## src/rtl/vga_tx_ppc.sv

```systemverilog
// VGA/VESA timing generator and serializer, ppc pixels per beat; outputs registered 1 cycle after counter position.
// Never stalls: pulls beats only in active region, blanks missing beats and flags underrun (count via VGA_TX_PPC_UNDERRUN_CNT_EN).
module vga_tx_ppc #(
  parameter int hva = 1024,
  parameter int hfp = 24,
  parameter int hsp = 136,
  parameter int hbp = 160,
  parameter int vva = 768,
  parameter int vfp = 3,
  parameter int vsp = 6,
  parameter int vbp = 29,
  parameter int hpp = 0,
  parameter int vpp = 0,
  parameter int rd  = 5,
  parameter int gd  = 6,
  parameter int bd  = 5,
  parameter int ppc = 2
) (
  input  logic                      clk,
  input  logic                      rst_n,
  input  logic [ppc*(rd+gd+bd)-1:0] in_data,
  input  logic                      in_valid,
  output logic                      in_ready,
  output logic [ppc*rd-1:0]         R,
  output logic [ppc*gd-1:0]         G,
  output logic [ppc*bd-1:0]         B,
  output logic [ppc-1:0]            HSync,
  output logic [ppc-1:0]            VSync,
  output logic [ppc-1:0]            DE,
  output logic                      sof,
  output logic                      sol,
  output logic                      underrun
`ifdef VGA_TX_PPC_UNDERRUN_CNT_EN
  ,
  input  logic                      cnt_clr,
  output logic [15:0]               underrun_cnt
`endif
);
  localparam int W  = rd + gd + bd;
  localparam int HT = (hva + hfp + hsp + hbp) / ppc;
  localparam int VT = vva + vfp + vsp + vbp;
  localparam int HW = (HT > 1) ? $clog2(HT) : 1;
  localparam int VW = (VT > 1) ? $clog2(VT) : 1;

  // One extra bit so region bounds equal to HT/VT still fit.
  localparam logic [HW:0]   H_ACT  = (HW+1)'(hva / ppc);
  localparam logic [HW:0]   HS_BEG = (HW+1)'((hva + hfp) / ppc);
  localparam logic [HW:0]   HS_END = (HW+1)'((hva + hfp + hsp) / ppc);
  localparam logic [HW-1:0] H_LAST = HW'(HT - 1);
  localparam logic [VW:0]   V_ACT  = (VW+1)'(vva);
  localparam logic [VW:0]   VS_BEG = (VW+1)'(vva + vfp);
  localparam logic [VW:0]   VS_END = (VW+1)'(vva + vfp + vsp);
  localparam logic [VW-1:0] V_LAST = VW'(VT - 1);
  localparam logic          HPOL   = (hpp != 0);
  localparam logic          VPOL   = (vpp != 0);

  logic [HW-1:0]     r_hc;
  logic [VW-1:0]     r_vc;
  logic [ppc*rd-1:0] r_r;
  logic [ppc*gd-1:0] r_g;
  logic [ppc*bd-1:0] r_b;
  logic [ppc-1:0]    r_hs;
  logic [ppc-1:0]    r_vs;
  logic [ppc-1:0]    r_de;
  logic              r_sof;
  logic              r_sol;
  logic              r_urun;

  logic              w_h_act;
  logic              w_v_act;
  logic              w_active;
  logic              w_hs_on;
  logic              w_vs_on;
  logic              w_pix_ok;
  logic [ppc*rd-1:0] w_r;
  logic [ppc*gd-1:0] w_g;
  logic [ppc*bd-1:0] w_b;

  assign w_h_act  = {1'b0, r_hc} < H_ACT;
  assign w_v_act  = {1'b0, r_vc} < V_ACT;
  assign w_active = w_h_act && w_v_act;
  assign w_hs_on  = ({1'b0, r_hc} >= HS_BEG) && ({1'b0, r_hc} < HS_END);
  assign w_vs_on  = ({1'b0, r_vc} >= VS_BEG) && ({1'b0, r_vc} < VS_END);
  assign w_pix_ok = w_active && in_valid;
  assign in_ready = w_active && rst_n;

  // Each input lane is packed {r,g,b}; split into per-colour buses, lane 0 in LSBs.
  always_comb begin
    w_r = '0;
    w_g = '0;
    w_b = '0;
    for (int k = 0; k < ppc; k++) begin
      w_r[k*rd +: rd] = in_data[k*W + gd + bd +: rd];
      w_g[k*gd +: gd] = in_data[k*W + bd +: gd];
      w_b[k*bd +: bd] = in_data[k*W +: bd];
    end
  end

  always_ff @(posedge clk) begin
    if (!rst_n) begin
      r_hc   <= '0;
      r_vc   <= '0;
      r_r    <= '0;
      r_g    <= '0;
      r_b    <= '0;
      r_hs   <= {ppc{~HPOL}};
      r_vs   <= {ppc{~VPOL}};
      r_de   <= '0;
      r_sof  <= 1'b0;
      r_sol  <= 1'b0;
      r_urun <= 1'b0;
    end else begin
      if (r_hc == H_LAST) begin
        r_hc <= '0;
        r_vc <= (r_vc == V_LAST) ? '0 : r_vc + VW'(1);
      end else begin
        r_hc <= r_hc + HW'(1);
      end
      r_r   <= w_pix_ok ? w_r : '0;
      r_g   <= w_pix_ok ? w_g : '0;
      r_b   <= w_pix_ok ? w_b : '0;
      r_de  <= {ppc{w_active}};
      r_hs  <= {ppc{w_hs_on ? HPOL : ~HPOL}};
      r_vs  <= {ppc{w_vs_on ? VPOL : ~VPOL}};
      r_sof <= (r_hc == '0) && (r_vc == '0);
      r_sol <= (r_hc == '0) && w_v_act;
      if (w_active && !in_valid) r_urun <= 1'b1;
    end
  end

`ifdef VGA_TX_PPC_UNDERRUN_CNT_EN
  logic [15:0] r_ucnt;

  always_ff @(posedge clk) begin
    if (!rst_n || cnt_clr) begin
      r_ucnt <= '0;
    end else if (w_active && !in_valid && (r_ucnt != 16'hFFFF)) begin
      r_ucnt <= r_ucnt + 16'd1;
    end
  end

  assign underrun_cnt = r_ucnt;
`endif

  assign R        = r_r;
  assign G        = r_g;
  assign B        = r_b;
  assign HSync    = r_hs;
  assign VSync    = r_vs;
  assign DE       = r_de;
  assign sof      = r_sof;
  assign sol      = r_sol;
  assign underrun = r_urun;

endmodule
```

## config.mk

```make
export PLATFORM = sky130hd
export DESIGN_NAME = vga_tx_ppc
export DESIGN_NICKNAME = d
export VERILOG_FILES = /design/src/rtl/vga_tx_ppc.sv
export SDC_FILE = /design/constraint.sdc
export NUM_CORES = 1
export LEC_CHECK = 0
export ABC_CLOCK_PERIOD_IN_PS = 1900
export BUFFER_PORTS_ARGS = -buffer_cell sky130_fd_sc_hd__buf_2
export CORE_ASPECT_RATIO = 1.2
export CORE_MARGIN = 4
export CORE_UTILIZATION = 48
export DETAILED_ROUTE_END_ITERATION = 12
export GPL_TIMING_DRIVEN = 0
export PLACE_DENSITY = 0.78
export REMOVE_ABC_BUFFERS = 1
export SLEW_MARGIN = 20
export SYNTH_ARGS = -nofsm -noshare
export SYNTH_HDL_FRONTEND = slang
export SYNTH_SLANG_ARGS = --single-unit
```

## constraint.sdc

```tcl
create_clock -name clk -period 1.9 [get_ports clk]
set_input_delay 0.38 -clock clk [delete_from_list [all_inputs] [get_ports clk]]
set_output_delay 0.38 -clock clk [all_outputs]
set_load 0.05 [all_outputs]
```

Yosys cells after proc, flatten, opt, wreduce, memory -nomap -nowiden
Index checks and enable logic that the tools add are counted.
{"block": "word_totals", "input_bits": 35, "out_inout_bits": 42, "register_bits": 58}
{"block": "op_classes", "n_reduce_logical": 13, "n_eq_ne": 2, "n_lt_le_gt_ge": 6, "n_mux": 3, "addsub": 2, "bitwise": 1}
{"operator": "$lt A10 B10 Y1 const B", "count": 4}
{"operator": "$add A10 B1 Y10 const B", "count": 2}
{"operator": "$eq A10 B10 Y1 const B", "count": 2}
{"operator": "$ge A10 B10 Y1 const B", "count": 2}
{"operator": "$logic_not A10 Y1", "count": 2}
{"operator": "$mux W10", "count": 1}
{"operator": "$logic_and A1 B1 Y1", "count": 8}
{"operator": "$mux W1", "count": 2}
{"operator": "$reduce_and A2 Y1", "count": 1}
{"operator": "$reduce_or A2 Y1", "count": 1}
{"operator": "$logic_not A1 Y1", "count": 1}
{"operator": "$not A1 Y1", "count": 1}

Depth between registers and ports, before layout
{"block": "depth", "word_depth": 4, "depth_mapped": 6, "ltp_nobuf": 6}

Worst setup path before layout
Ideal clock, no wire load.
{"block": "synth_timing", "path_kind": "input-to-output", "from": "input rst_n", "to": "output in_ready", "path_slack_ns": -0.046, "t_arrival_ns": 1.566, "required_ns": 1.520, "cell_stages": 4, "path_cell_list": "clkbuf_1 -> nand2_1 -> nor2_1 -> clkbuf_1"}
{"block": "synth_between", "elab_chain_len": 1}
{"item": "from (decl)", "line_no": "20", "source": "input logic rst_n,"}
{"item": "$logic_and A1 B1 Y1", "line_no": "85", "source": "assign in_ready = w_active && rst_n;"}
{"item": "to (decl)", "line_no": "23", "source": "output logic in_ready,"}
Every way passes these cells.

Worst setup path in the final report
{"block": "layout_timing", "from": "register r_vc[9]", "to": "output in_ready"}
{"block": "layout_between", "elab_chain_len": 3}
{"item": "from (decl)", "line_no": "58", "source": "logic [VW-1:0] r_vc;"}
{"item": "from (signal assigned)", "line_no": "115", "source": "r_vc <= (r_vc == V_LAST) ? '0 : r_vc + VW'(1);"}
{"item": "$lt A10 B10 Y1", "line_no": "80", "source": "assign w_v_act = {1'b0, r_vc} < V_ACT;"}
{"item": "$logic_and A1 B1 Y1", "line_no": "81", "source": "assign w_active = w_h_act && w_v_act;"}
{"item": "$logic_and A1 B1 Y1", "line_no": "85"}
Every way passes these cells.

==> results.toml <==
[global_routing]
grt_pass1_wl_mm = 7.25
grt_use_total = 0.173
grt_pass1_vias = 1607
antenna_found_initial = 0
grt_max_degree = 34
grt-ovfl-total = 0

[synthesis]
ys_ff_latch = 58
avgSynthCellArea_um2 = 9.93
synth.cell_area_um2 = 2130
netlist_instances = 215
synth_seq_area_share = 0.544
synth_warnings = 0
synthDistinctLibCells = 32

[sta]
hold_viol_final = 0
rsz0062_at_grt = "false"
worstMarginPinSlew_ns = 0.415
fmax_ghz = 0.555
finalSetupViolCount = 0
clock_skew_ns = 0.00544
relSlewSlack = 0.722
finalCriticalPeriod_ns = 1.80
finalMaxSlewViolations = 0
fin_crit_sh = 0.948
fin_ws_ns = 0.0997

[floorplanning]
die_w_um = 68.9
initial_core_util = 0.497
io-pin-count = 77
num_rows = 26
core_um2 = 4290
die_area_um2 = 5580
die_h_um = 81.1

[cts]
htreeDepth = 3
path_clk_slew_ns = 0.07
cts.sinks = 58
cts_made_buffers = 9
clockBufferDepth = 2
clock_latency_ns = 0.33
clk_root_buffer_cell = "clkbuf_8"
cts_tree = "built"

[route]
dr.pass1.iters = 4
first_iter_violations = 95
drt_wl_total_mm = 4.65
postRouteAntennaNets = 0
via_per_inst = 4.99
post_drt_wl_per_cell_um = 13.3
vias = 1753
drc_errors = 0

[worst_setup_path]
slowest_stage = "dfxtp_1"
slowest_delay_ns = 0.35
end_kind = "output pin"
cp.required_ns = 1.52
crit_arrival_ns = 1.42
critPathLaunchType = "flop"
path_cells = "nand2_1 > nand2_2 > nor2_4 > buf_12 > buf_6"
critPathKind = "flop to output pin"
critPathMaxFanout = 27

[finish]
antenna_cells = 0
layout_common_cells = "buf_2 (75), dfxtp_1 (57), and3_1 (34)"
layout.nets = 331
final_common_cell = "buf_2"
area_growth_pct = 29.7
n_fill_cell = 380
final_layout_size_suffix_gt1_frac = 0.346

[placed_design]
dpl_worst_slack_ns = 0.00166
gp_congestion = 0.791
io_buffer_count = 76
dp_hpwl_mm = 3.28

[pwr]
ir_drop_mv = 0.622
power.density_nw_per_um2 = 944
power.leakage_nw = 1.35
finalPower_mw = 2.61

[status]
status = "completed"

[flow_run]
max-cap-violations = 0

[worst_hold_path]
worstHoldPathType = "input port to flop"
stage by stage:
step | TNS [ns] | utilization | instance area, um2 | cells | hold WS (ns)
floorplan | -7.07 | - | 2060 | 200 | 0.414
global placement | -10.95 | 0.585 | 2510 | 332 | 0.431
detailed placement | 0 | 0.589 | 2530 | 333 | 0.444
global route | 0 | 0.645 | 2770 | 351 | 0.265
finish | 0 | 0.645 | 2770 | 351 | 0.277
CTS | 0 | 0.636 | 2730 | 349 | 0.265
worst paths after layout:
path                    start       end  slack, ns  depth (start not counted)
setup / recovery      r_vc[9]  in_ready        0.1                          5
hold / removal    in_data[18]      B[7]       0.28                          2
setup reg to reg      r_hc[9]   r_vc[9]       0.16                          4
hold reg to reg      underrun  underrun       0.45                          2
state kept, by name, summed over array words and instances, names as in the netlist:
register  count
sol           1
DE            1
r_vc         10
sof           1
VSync         1
underrun      1
r_hc         10
R            10
HSync         1
B            10
G            12
what timing repair did:
action                                  4_1_cts  5_1_grt
setup buffers                                 0        1
endpoints found under the setup margin        4       11
gates cloned                                  0        1
gates resized for setup                       4        6
hold buffers                                  0        0
pin swaps                                     0        2
critical path: cells and delay by family (launching register included):
kind / cells / cell delay [ns]
buf+inv: 2 / 0.34
flops: 1 / 0.35
simple gates: 3 / 0.39
synthesized netlist by cell type:
master,count,area share
nand3_1,9,0.021
dfxtp_1,58,0.54
inv_1,6,0.011
xnor2_1,4,0.016
nor3b_1,1,0.0035
nand4_1,8,0.023
clkbuf_1,9,0.016
clkbuf_2,2,0.0047
and4_1,1,0.0041
o22ai_1,1,0.0029
o31ai_1,1,0.0035
nor2b_1,1,0.0029
a21oi_1,8,0.019
nor2_1,18,0.032
nor3_1,3,0.0070
or3_1,7,0.021
nor4b_4,1,0.011
buf_2,1,0.0023
mux2i_1,1,0.0047
nor4b_1,1,0.0041
nand4_4,2,0.020
o21ai_2,1,0.0041
nor4bb_1,1,0.0047
buf_4,3,0.011
o21ai_0,8,0.019
and4b_1,1,0.0047
nand2_1,9,0.016
and2_1,2,0.0059
xor2_1,6,0.025
nand2b_1,1,0.0029
and3_1,34,0.10
ha_1,6,0.035
cell families (layout without fill, tap and decap cells):
family                     Yosys count  count (layout)  synth area share
muxes                                1               1           0.00469
and+or+nand+nor                    100             100             0.283
adders and majority gates            6               6            0.0352
DFF                                 58              58             0.544
xor gates and xnor gates            10              10            0.0410
buffers and inverters               21             100            0.0440
AOI/OAI and AO/OA                   19              20            0.0481
power by group:
group / switching [mW] / internal, mW / total, mW / leakage [nW]
logic: 0.195 / 0.0832 / 0.278 / 0.782
clock network: 0.461 / 0.601 / 1.06 / 0.0893
registers: 0.0156 / 1.26 / 1.27 / 0.475
total: 0.672 / 1.94 / 2.61 / 1.35
area by class of cell:
class,instances,area (um2),area share
sequential,58,1160,0.420
multi-input combinational,137,912,0.330
timing repair buffer,78,414,0.150
clock buffer,11,131,0.0475
tap,56,70.1,0.0253
clock inverter,5,55.1,0.0199
inverter,6,22.5,0.00814
layer usage:
layer,up-vias,global-route usage,wire [um],part of all wire
met5,-,0,0,0
met4,0,0.0877,102,0.022
met3,8,0.0512,230,0.049
met2,50,0.278,2450,0.53
met1,802,0.206,1870,0.40
li1,893,-,-,-
Power figures use the tool's default switching activity.
